<file path="config.mk">
export PLATFORM = sky130hd
export DESIGN_NAME = led_blink_controller
export DESIGN_NICKNAME = d
export VERILOG_FILES = /design/src/rtl/blink_pkg.sv /design/src/rtl/blink_prescaler.sv /design/src/rtl/led_blink_controller.sv
export SDC_FILE = /design/constraint.sdc
export NUM_CORES = 1
export LEC_CHECK = 0
export ABC_AREA = 1
export CAP_MARGIN = 10
export CORE_MARGIN = 2
export CORE_UTILIZATION = 40
export DETAILED_ROUTE_END_ITERATION = 8
export PLACE_DENSITY = 0.67
export SYNTH_ARGS = -nofsm -noshare
export SYNTH_HDL_FRONTEND = slang
export SYNTH_SLANG_ARGS = --single-unit
</file>
<file path="constraint.sdc">
create_clock -name clk -period 3.5 [get_ports clk]
set_input_delay 0.525 -clock clk [delete_from_list [all_inputs] [get_ports clk]]
set_output_delay 0.525 -clock clk [all_outputs]
set_load 0.01 [all_outputs]
</file>
<file path="src/rtl/blink_pkg.sv">
// Shared definitions for the LED blink controller.
//   blink_state_t : FSM state encoding (IDLE, ON, OFF, DONE)
//   PRESCALE_DEF  : default clock cycles per blink tick
//   CNT_W_DEF     : default width of the tick / repeat / cycle fields
package blink_pkg;

  typedef enum logic [1:0] {
    ST_IDLE = 2'd0,
    ST_ON   = 2'd1,
    ST_OFF  = 2'd2,
    ST_DONE = 2'd3
  } blink_state_t;

  localparam int unsigned PRESCALE_DEF = 4;
  localparam int unsigned CNT_W_DEF    = 8;

endpackage

</file>
<file path="src/rtl/blink_prescaler.sv">
// Blink tick prescaler: free-running modulo-PRESCALE counter.
//   clk   : clock, rising edge
//   rst   : synchronous active-high reset
//   clear : forces the count back to 0 on the next edge
//   tick  : high on the cycle where the count equals PRESCALE-1
module blink_prescaler
  import blink_pkg::*;
#(
  parameter int unsigned PRESCALE = PRESCALE_DEF
) (
  input  logic clk,
  input  logic rst,
  input  logic clear,
  output logic tick
);

  // Keep at least one bit so PRESCALE=1 still elaborates; tick is then constant.
  localparam int unsigned PW = (PRESCALE > 1) ? $clog2(PRESCALE) : 1;

  logic [PW-1:0] count;

  assign tick = (count == PW'(PRESCALE - 1));

  always_ff @(posedge clk) begin
    if (rst || clear || tick) begin
      count <= '0;
    end else begin
      count <= count + 1'b1;
    end
  end

endmodule

</file>
<file path="src/rtl/led_blink_controller.sv">
// LED blink job controller.
// Accepts a job (ON ticks, OFF ticks, repeat count) through a valid/ready
// handshake and drives led_out through ON/OFF phases of N*PRESCALE cycles.
//   clk, rst   : clock and synchronous active-high reset
//   cfg_valid  : job offered;  cfg_ready : controller idle and able to accept
//   cfg_on     : ON ticks (0 treated as 1)
//   cfg_off    : OFF ticks (0 treated as 1)
//   cfg_repeat : ON/OFF cycles to run, 0 = run until stop
//   stop       : abort the running job (forces DONE)
//   led_out    : registered LED drive, 1 exactly while in ON
//   busy       : job in progress (ON, OFF, DONE)
//   done       : one-cycle pulse when a job ends
//   cycles     : completed ON/OFF cycles of the current or last job
// Build option: define BLINK_CYCLE_COUNT_EN to keep the cycle counter; when
// undefined, cycles reads 0 and termination uses a repeat down-counter.
module led_blink_controller
  import blink_pkg::*;
#(
  parameter int unsigned PRESCALE = PRESCALE_DEF,
  parameter int unsigned CNT_W    = CNT_W_DEF
) (
  input  logic             clk,
  input  logic             rst,
  input  logic             cfg_valid,
  output logic             cfg_ready,
  input  logic [CNT_W-1:0] cfg_on,
  input  logic [CNT_W-1:0] cfg_off,
  input  logic [CNT_W-1:0] cfg_repeat,
  input  logic             stop,
  output logic             led_out,
  output logic             busy,
  output logic             done,
  output logic [CNT_W-1:0] cycles
);

  blink_state_t state, state_next;

  logic             tick;
  logic             pre_clear;
  logic             accept;
  logic             running;
  logic             phase_entry;
  logic             last_tick;
  logic             final_cycle;
  logic             led_next;
  logic [CNT_W-1:0] tick_cnt;
  logic [CNT_W-1:0] on_len;
  logic [CNT_W-1:0] off_len;
  logic [CNT_W-1:0] phase_len;
  logic [CNT_W-1:0] eff_len;

`ifdef BLINK_CYCLE_COUNT_EN
  logic [CNT_W-1:0] rep_len;
  logic [CNT_W-1:0] cycles_q;
`else
  logic [CNT_W-1:0] rep_left;
`endif

  blink_prescaler #(
    .PRESCALE (PRESCALE)
  ) u_prescaler (
    .clk   (clk),
    .rst   (rst),
    .clear (pre_clear),
    .tick  (tick)
  );

  assign accept    = (state == ST_IDLE) && cfg_valid;
  assign running   = (state == ST_ON) || (state == ST_OFF);
  assign phase_len = (state == ST_ON) ? on_len : off_len;
  assign eff_len   = (phase_len == '0) ? CNT_W'(1) : phase_len;
  assign last_tick = tick && (tick_cnt == eff_len - 1'b1);

`ifdef BLINK_CYCLE_COUNT_EN
  assign final_cycle = (rep_len != '0) && (CNT_W'(cycles_q + 1'b1) == rep_len);
  assign cycles      = cycles_q;
`else
  // Down-counter reaching 1 on the final OFF phase matches cycles+1 == repeat.
  assign final_cycle = (rep_left == CNT_W'(1));
  assign cycles      = '0;
`endif

  always_ff @(posedge clk) begin
    if (rst) begin
      state   <= ST_IDLE;
      led_out <= 1'b0;
    end else begin
      state   <= state_next;
      led_out <= led_next;
    end
  end

  always_comb begin
    state_next = state;
    case (state)
      ST_IDLE: if (cfg_valid) state_next = ST_ON;
      ST_ON: begin
        if (stop)           state_next = ST_DONE;
        else if (last_tick) state_next = ST_OFF;
      end
      ST_OFF: begin
        if (stop)           state_next = ST_DONE;
        else if (last_tick) state_next = final_cycle ? ST_DONE : ST_ON;
      end
      ST_DONE: state_next = ST_IDLE;
      default: state_next = ST_IDLE;
    endcase

    phase_entry = ((state_next == ST_ON) || (state_next == ST_OFF)) && (state_next != state);
    pre_clear   = phase_entry || !running;
    led_next    = (state_next == ST_ON);
    cfg_ready   = (state == ST_IDLE);
    busy        = (state != ST_IDLE);
    done        = (state == ST_DONE);
  end

  always_ff @(posedge clk) begin
    if (rst) begin
      tick_cnt <= '0;
      on_len   <= '0;
      off_len  <= '0;
`ifdef BLINK_CYCLE_COUNT_EN
      rep_len  <= '0;
      cycles_q <= '0;
`else
      rep_left <= '0;
`endif
    end else if (accept) begin
      tick_cnt <= '0;
      on_len   <= cfg_on;
      off_len  <= cfg_off;
`ifdef BLINK_CYCLE_COUNT_EN
      rep_len  <= cfg_repeat;
      cycles_q <= '0;
`else
      rep_left <= cfg_repeat;
`endif
    end else if (running && !stop) begin
      if (last_tick) begin
        tick_cnt <= '0;
        if (state == ST_OFF) begin
`ifdef BLINK_CYCLE_COUNT_EN
          cycles_q <= cycles_q + 1'b1;
`else
          if (rep_left != '0) rep_left <= rep_left - 1'b1;
`endif
        end
      end else if (tick) begin
        tick_cnt <= tick_cnt + 1'b1;
      end
    end
  end

endmodule

</file>
* Yosys cells after proc, flatten, opt, wreduce, memory -nomap -nowiden
Index checks and enable logic that the tools add are counted. W data, S select, Z words.
Cells by class: add/subtract/negate cells 4, equality and inequality tests 9, multiplexer cells 16, reductions and logical operators 23
Operators with widths (number):
- $mux W8 | 9
- $sub A8 B1 Y8 const B | 2
- $mux W2 | 6
- $reduce_bool A2 Y1 | 6
- $add A8 B1 Y8 const B | 1
- $eq A2 B2 Y1 const B | 4
- $eq A8 B1 Y1 const B | 1
- $eq A8 B8 Y1 | 1
- $logic_not A8 Y1 | 1
- $pmux W2 S4 | 1
- $reduce_bool A8 Y1 | 1
- $logic_or A1 B1 Y1 | 5
- $eq A2 B1 Y1 const B | 2
- $logic_and A1 B1 Y1 | 4
- $reduce_and A4 Y1 | 1
- $add A2 B1 Y2 const B | 1
- $logic_not A1 Y1 | 2
- $logic_not A2 Y1 | 1
- $ne A2 B2 Y1 | 1
- $reduce_and A2 Y1 | 1
- $reduce_or A2 Y1 | 1
Word-level totals: register bits 37, bits of input ports 28

* Longest topological paths before layout
Gate-level depths: netlist of the first run.
word-level depth 16, mapped depth 33

* Hierarchy
From an unflattened synthesis of the first run, not the netlist that was laid out.
Unflattened totals: cell total of the unflattened synthesis 351, area total of the unflattened synthesis 2354.8 um^2
Modules (own cells, without submodules):
- led_blink_controller | times used 1, cells an instance 342, area each 2279.7 um^2
- blink_prescaler | times used 1, cells an instance 9, area each 75.1 um^2

* Worst setup path after synthesis of the first run
No wires, ideal clock.
path kind flip-flop to flip-flop, start point register state[1], end point register u_prescaler.count[0], library setup time 0.112 ns, arrival 3.175 ns, required time 3.388 ns, setup slack 0.213 ns, cell stages (with the launch flop) 33, path buffers 2, path through dfxtp_1 -> inv_1 -> ha_1 -> buf_6 -> inv_4 -> buf_6 -> nand2_2 -> nand2_1 -> nand2_2 -> nor2_4 -> nand2_2 -> nand2_2 -> inv_2 -> ha_1 -> nand2_1 -> inv_1 -> nor2_1 -> nor2_1 -> nor2_1 -> nand2_1 -> nor2_1 -> nand2_2 -> nor2_4 -> nand4_1 -> nand3_1 -> nand2_1 -> o21ai_0 -> inv_1 -> ha_1 -> inv_1 -> nand2_1 -> nand2_1 -> nor2_1
Between the ends: longest elaborated chain between the ends 16, elaborated cells between the ends (all ways) 26, those cells by class 1 x add/sub; 7 x eq/ne; 8 x mux; 10 x reduce/logical
RTL lines:
- start, declared | line led_blink_controller.sv:36 | blink_state_t state, state_next;
- start signal, assigned | line led_blink_controller.sv:88 | state <= state_next;
- $eq A2 B1 Y1 | line led_blink_controller.sv:70, led_blink_controller.sv:95
- $mux W8 | line led_blink_controller.sv:70 | assign phase_len = (state == ST_ON) ? on_len : off_len;
- $logic_not A8 Y1 | line led_blink_controller.sv:71 | assign eff_len = (phase_len == '0) ? CNT_W'(1) : phase_len;
- $mux W8 | line led_blink_controller.sv:71
- $sub A8 B1 Y8 | line led_blink_controller.sv:72 | assign last_tick = tick && (tick_cnt == eff_len - 1'b1);
- $eq A8 B8 Y1 | line led_blink_controller.sv:72
- $logic_and A1 B1 Y1 | line led_blink_controller.sv:72
- $mux W2, on equally long branches | line led_blink_controller.sv:103, led_blink_controller.sv:99
- $mux W2, on equally long branches | line led_blink_controller.sv:102, led_blink_controller.sv:98
- $pmux W2 S4 * | line led_blink_controller.sv:95 | case (state)
- net state_next[0] | line led_blink_controller.sv:36
- $eq A2 B1 Y1 or $eq A2 B2 Y1 (tied branches) | line led_blink_controller.sv:109 | phase_entry = ((state_next == ST_ON) || (state_next == ST_OFF)) && (state_next != state);
- $logic_or A1 B1 Y1 | line led_blink_controller.sv:109
- $logic_and A1 B1 Y1 * | line led_blink_controller.sv:109
- $logic_or A1 B1 Y1 * | line led_blink_controller.sv:110 | pre_clear = phase_entry || !running;
- $logic_or A1 B1 Y1 * (2 in a row) | line blink_prescaler.sv:25 | if (rst || clear || tick) begin
- end signal, assigned | line blink_prescaler.sv:28 | count <= count + 1'b1;
- end, declared | line blink_prescaler.sv:20 | logic [PW-1:0] count;
The timed path passes the listed nets; every way through them passes the cells marked *. A chain may end at the register's enable or synchronous reset.

* Final worst setup path of the first run
Same ends and word-level chain as after synthesis.

==> results.yml, run 1 <==
run_status:
  status: "finished clean"
synth:
  syn_area_um2: 2410
  synth_cells: 372
  yosys_warnings: 0
  seq_area_frac_synth: 0.307
  ys_types: 30
  avgSynthCellArea_um2: 6.48
  synth-edff-count: 0
  async_flop_share: 0
  ys_ff_latch: 37
  synthFlopType: "dfxtp_1"
routing:
  viasPerCell: 4.72
  ant_nets: 0
  drc: 0
  first_pass_iters: 4
  routed-via-count: 2301
  routed_wl_um: 5210
  wire_per_inst_um: 10.7
  drtIter0Drc: 127
placed_design:
  io_buffers: 31
  placed_area_um2: 2790
  gp_congestion: 0.927
  dp_hpwl_um: 3830
timing:
  finalCritPeriodShare: 0.917
  maxSlewHeadroom: 0.612
  fmax_ghz: 0.312
  tns_ns: 0
  finalClockSkew_ns: 0.00646
  period_minus_slack_ns: 3.21
  hold_ws_ns: 0.424
  setup_viol: 0
  worst_pin_slew_ns: 0.581
  hold_violations: 0
  report.final.slew_viol_count: 0
hold_path:
  hold_class: "reg2reg"
  hold_depth: 1
  hp-start: "u_prescaler.count[0]$_SDFF_PP0_"
global_routing:
  track_usage: 0.169
  antenna_found_initial: 0
  grt_pass1_wl_um: 8890
  grt_pass1_vias: 2062
  grt_max_degree: 42
  grt-ovfl-total: 0
worst_setup_path:
  crit_type: "reg2reg"
  worstPathRequired_ns: 3.69
  path_max_fanout: 4
  regToRegStartpoint: "state[1]$_SDFF_PP0_"
  cp_data_arrival_time_ns: 3.40
  cpMostUsedCell: "nand2_1"
  crit_slowest_cell: "dfxtp_1"
  cp-start-kind: "flip-flop"
  r2r.worst_path.cells: 28
  critPathLaunch: "state[1]$_SDFF_PP0_"
  critPathMaxStageDelay_ns: 0.32
  end_kind: "flip-flop"
clocking:
  h-tree-depth: 2
  root_buffer: "clkbuf_8"
  hold_buffers: 0
  cts_tree: "built"
  clock_latency_ns: 0.30
  clkTransAtPathRegs_ns: 0.07
  clock_path_buffers: 2
  cts_inserted_buffers: 5
  clock_sinks: 37
die:
  die_h_um: 81.6
  die_x_um: 81.6
  pin_count: 40
  rows: 28
  core-area_um2: 5890
  initial_utilization: 0.409
  dieArea_um2: 6660
pwr:
  total_power_uw: 1370
  ir_drop_uv: 249
  p_per_area_nw_per_um2: 464
  p_leak_uw: 0.00142
layout:
  antennaDiodeCount: 0
  syn2layout_area_growth_pct: 23.0
  nets: 450
  stdcell_area_um2: 2960
  layout-drive-gt1-share: 0.119
  final_util: 0.504
run:
  drv_cap: 0
## critical path: cells and delay by family (launching register included)
| kind | cells | cell delay [ns] |
|---|---|---|
| flops | 1 | 0.32 |
| compound gates | 1 | 0.08 |
| simple gates | 18 | 1.47 |
| xor+xnor | 1 | 0.13 |
| buf+inv | 5 | 0.38 |
| fa+ha+maj | 3 | 0.73 |
## metrics by stage
stage                     setup WS [ns]  instances
after floorplan                   0.213        379
after global placement           0.0935        477
after detailed placement        -0.0361        477
after CTS                        0.0782        485
after global routing            -0.0143        488
final                             0.291        488
## state kept, by name, indices dropped and copies added, names as in the netlist
| signal | count |
|---|---|
| tick_cnt | 8 |
| state | 2 |
| off_len | 8 |
| led_out | 1 |
| rep_left | 8 |
| u_prescaler.count | 2 |
| on_len | 8 |
## Yosys cell counts (2+ instances only)
library cell | n | share of area
nand2_1 | 83 | 0.13
nor2_2 | 3 | 0.0078
nor2_4 | 2 | 0.0093
nor3_1 | 4 | 0.0083
clkinv_1 | 3 | 0.0047
xor2_1 | 8 | 0.029
nand3_2 | 2 | 0.0083
nor2_1 | 37 | 0.058
inv_1 | 53 | 0.083
nand3_1 | 25 | 0.052
ha_1 | 10 | 0.052
or2_2 | 3 | 0.0078
o21ai_0 | 26 | 0.054
a21oi_1 | 19 | 0.039
buf_6 | 3 | 0.014
a31oi_1 | 6 | 0.016
dfxtp_1 | 37 | 0.31
buf_4 | 9 | 0.028
clkbuf_1 | 6 | 0.0093
nand4_1 | 9 | 0.023
nand2_2 | 9 | 0.023
inv_2 | 2 | 0.0031
o21ai_1 | 6 | 0.012
## power breakdown
part           switching, uW  internal [uW]
clock network            161            233
registers               25.4            460
logic                    294            202
## layout make-up
cell class,instances,area (um^2)
inverters,59,226
clock buffers,7,86.3
repair buffers,44,412
fillers,593,2920
well taps,75,93.8
flip-flops and latches,37,744
multi-input cells,265,1370
clock inverters,1,30.0
## cells by family (layout without fill, tap and decap cells)
group / Yosys count / in the layout / share of synthesized area
other: 1 / 8 / 0.00156
adder cells (fa/ha/maj): 10 / 10 / 0.0519
buffers and inverters: 77 / 111 / 0.144
XOR/XNOR: 9 / 9 / 0.0327
AO/OA/AOI/OAI: 60 / 60 / 0.132
AND/OR/NAND/NOR: 178 / 178 / 0.330
flip-flops: 37 / 37 / 0.307
## layer usage
layer | routed length [um] | track usage
met4 | 40 | 0.0600
met2 | 2400 | 0.275
met3 | 215 | 0.0330
met5 | 0 | 0
met1 | 2550 | 0.223
## timing repair
item,in CTS,in global routing
cloned,0,0
gates resized for setup,1,12
setup buffers,0,3
setup endpoints to repair,2,10
pin swaps,0,3
## layout by cell type, fill, tap and decap left out, drive strengths merged, types with 6 or more instances in the layout
cell type,n
nand2,92
inv,56
nor2,42
dfxtp,37
o21ai,33
clkdlybuf4s50,31
nand3,27
a21oi,19
buf,13
ha,10
nand4,9
xor2,8
conb,8
clkbuf,7
a31oi,6
## final timing paths
| check | endpoint | slack (ns) |
|---|---|---|
| min reg2reg | u_prescaler.count[0]$_SDFF_PP0_ | 0.42 |
| max reg2reg | u_prescaler.count[0]$_SDFF_PP0_ | 0.29 |
| max | u_prescaler.count[0]$_SDFF_PP0_ | 0.29 |
| min | u_prescaler.count[0]$_SDFF_PP0_ | 0.42 |
Power figures use the tool's default switching activity.
==> run 2: changes to the inputs <==
--- a/config.mk
+++ b/config.mk
@@ -5,12 +5,12 @@
 export SDC_FILE = /design/constraint.sdc
 export NUM_CORES = 1
 export LEC_CHECK = 0
-export ABC_AREA = 1
+export ABC_CLOCK_PERIOD_IN_PS = 3500
 export CAP_MARGIN = 10
 export CORE_MARGIN = 2
 export CORE_UTILIZATION = 40
 export DETAILED_ROUTE_END_ITERATION = 8
-export PLACE_DENSITY = 0.67
+export PLACE_DENSITY = 0.68
 export SYNTH_ARGS = -nofsm -noshare
 export SYNTH_HDL_FRONTEND = slang
 export SYNTH_SLANG_ARGS = --single-unit
==> run 2 against run 1 <==
  * The run now ends with negative setup slack left
  * Setup slack got worse by 0.50 ns
  * Design area decreased by 4.0%
  * Clock power decreased by 23%
  * Clock skew increased by 0.0031 ns
  * Register-to-register slack got worse by 0.50 ns
  * Critical endpoint is now u_prescaler.count[1]$_SDFF_PP0_
  * Largest cell class unchanged
  * Highest routed layer unchanged
==> results.yml, run 2 <==
run_status:
  status: "complete, but fails checks"
  violations: "negative setup slack"
worst_setup_path:
  path_buf_inv: 2
  r2r.worst_path.cells: 18
  critPathMaxStageDelay_ns: 0.46
  path_max_fanout: 4
  end_kind: "flip-flop"
  cp_data_arrival_time_ns: 3.90
  worstPathRequired_ns: 3.69
  cp_cell_sequence: "inv_2, ha_4, or4b_4, and2_4, o31a_1, ha_2, xor2_1, xnor2_1, nor2_1, o211ai_1, a211oi_4, buf_4, a41o_2, a21oi_2, ha_1, nor3_1, o21ai_1, and3_1"
  crit_type: "reg2reg"
  cp.depth: 18
  crit_slowest_cell: "or4b_4"
  critical_path.top_delay_family: "simple AND/OR/NAND/NOR gates"
  cp-start-kind: "flip-flop"
synth:
  yosysTopAreaCell: "dfxtp_1"
  synth-edff-count: 0
  netlist_top_cells_count: "nand2_1 (40), dfxtp_1 (37), a21oi_1 (31), nor2_1 (23), xor2_1 (13)"
  async_flop_share: 0
  synthFlopType: "dfxtp_1"
  ys_ff_latch: 37
  avgSynthCellArea_um2: 8.21
  synth.area.top_cells: "dfxtp_1 (33%), a21oi_1 (6.8%), nand2_1 (6.6%)"
  post-synth-top-count-cell: "nand2_1"
  seq_area_frac_synth: 0.327
  synth_cells: 276
  ys_types: 51
  netlist.area_leader.share: 0.327
  syn_area_um2: 2270
  yosys_warnings: 0
routing:
  routed_wl_um: 5450
  drc: 0
  wire_per_inst_um: 13.8
  drtIter0Drc: 127
  viasPerCell: 5.31
  first_pass_iters: 4
  ant_nets: 0
  routed-via-count: 2104
layout:
  multi_input_area_um2: 1410
  layout-drive-gt1-share: 0.151
  syn2layout_area_growth_pct: 25.6
  final_cell_mix: "nand2_1 (40), dfxtp_1 (35), clkdlybuf4s50_1 (31)"
  num-fill-cells: 543
  regArea_um2: 743
  antennaDiodeCount: 0
  nets: 361
  final_common_cell: "nand2_1"
  instances_no_fill: 396
clocking:
  cts_inserted_buffers: 5
  root_buffer: "clkbuf_8"
  clock_latency_ns: 0.30
  clock_path_buffers: 2
  clkTransAtPathRegs_ns: 0.08
  h-tree-depth: 2
  hold_buffers: 0
  cts_tree: "built"
  clock_sinks: 37
timing:
  period_minus_slack_ns: 3.71
  hold_ws_ns: 0.470
  tns_ns: -0.411
  setup_ws_ns: -0.206
  report.final.slew_viol_count: 0
  fmax_ghz: 0.270
  setup_viol: 2
  maxSlewHeadroom: 0.567
  finalCritPeriodShare: 1.06
  hold_violations: 0
  worst_pin_slew_ns: 0.643
  finalClockSkew_ns: 0.00956
  rsz0062_at_grt: "yes"
global_routing:
  grt-ovfl-total: 0
  grt_pass1_wl_um: 8780
  track_usage: 0.177
  grt_pass1_vias: 1945
  antenna_found_initial: 0
  grt_max_degree: 24
die:
  die_x_um: 79.3
  rows: 27
  dieArea_um2: 6280
  pin_count: 40
  die_h_um: 79.3
  initial_utilization: 0.414
  core-area_um2: 5470
pwr:
  sequentialPowerShare: 0.418
  p_sw_uw: 368
  ir_drop_uv: 288
  total_power_uw: 1130
  p_leak_uw: 0.00110
  internal-power_uw: 762
  p_per_area_nw_per_um2: 397
  swShare: 0.325
  p_clk_frac: 0.267
  pwr-share-comb: 0.315
hold_path:
  hold_depth: 2
  hold_class: "reg2reg"
placed_design:
  gp_congestion: 0.846
  io_buffers: 31
  dp_hpwl_um: 3890
  dp.cells: 385
  pre_cts_ws_ns: -0.341
run:
  drv_cap: 0
==> run 2: changes by cell type in the layout (fill, tap and decap cells not counted), sizes merged, moves of 8 or more <==
cell / change
buf: +11
nand3: -23
mux2i: +8
nand2: -52
nor2: -19
inv: -49
a211oi: +8
o21ai: -29
a21oi: +12
==> run 2: what timing repair did <==
action	CTS	global route
gates resized for setup	8	0
pin swaps	2	0
setup endpoints to repair	2	2
buffers inserted	3	0
==> run 2: per-layer routing <==
layer,global-route usage,vias up,wire (um),part of all wire
met5,0,-,0,0
met4,0.0690,0,118,0.022
met3,0.0364,15,185,0.034
met2,0.302,45,2630,0.48
met1,0.217,988,2510,0.46
li1,-,1056,-,-
==> run 2: area by class of cell <==
| type | count | area share |
|---|---|---|
| clock buffer | 5 | 0.0242 |
| tap | 72 | 0.0316 |
| inverter | 7 | 0.00923 |
| sequential | 37 | 0.261 |
| multi-input combinational | 217 | 0.495 |
| timing repair buffer | 55 | 0.172 |
| clock inverter | 3 | 0.00615 |
==> run 2: kinds of logic after synthesis <==
kind of cell               count (synthesis)  share of synthesized area
adders and majority gates                 10                     0.0552
other                                      1                    0.00165
DFF                                       37                      0.327
buffers and inverters                     29                     0.0823
and+or+nand+nor                          108                      0.236
AOI/OAI and AO/OA                         62                      0.181
xor gates and xnor gates                  21                     0.0812
muxes                                      8                     0.0353
==> run 2: per-stage QoR <==
stage / instance area, um^2 / util
finish: 2850 / 0.520
global placement: 2710 / 0.495
detailed placement: 2710 / 0.495
global route: 2850 / 0.520
floorplan: 2310 / -
CTS: 2850 / 0.520
==> run 2: final timing paths <==
check / to / slack [ns] / startpoint
min: off_len[0]$_SDFFE_PP0P_ / 0.47 / off_len[0]$_SDFFE_PP0P_
min reg2reg: off_len[0]$_SDFFE_PP0P_ / 0.47 / off_len[0]$_SDFFE_PP0P_
max reg2reg: u_prescaler.count[1]$_SDFF_PP0_ / -0.21 / state[1]$_SDFF_PP0_
max: u_prescaler.count[1]$_SDFF_PP0_ / -0.21 / state[1]$_SDFF_PP0_
==> run 2: tightest hold or removal path, cell delays in order, from the launching register on <==
cell and delay [ns]:
dfxtp_1 0.32, nand2_1 0.05, a21oi_1 0.05
==> run 2: power groups by stage <==
stage | Sequential, uW | Clock [uW] | Combinational (uW)
after global placement | 480 | 0 | 334
after global routing | 475 | 323 | 390
final | 472 | 302 | 355
after detailed placement | 480 | 0 | 339
after floorplan | 478 | 0 | 233
after CTS | 471 | 306 | 355
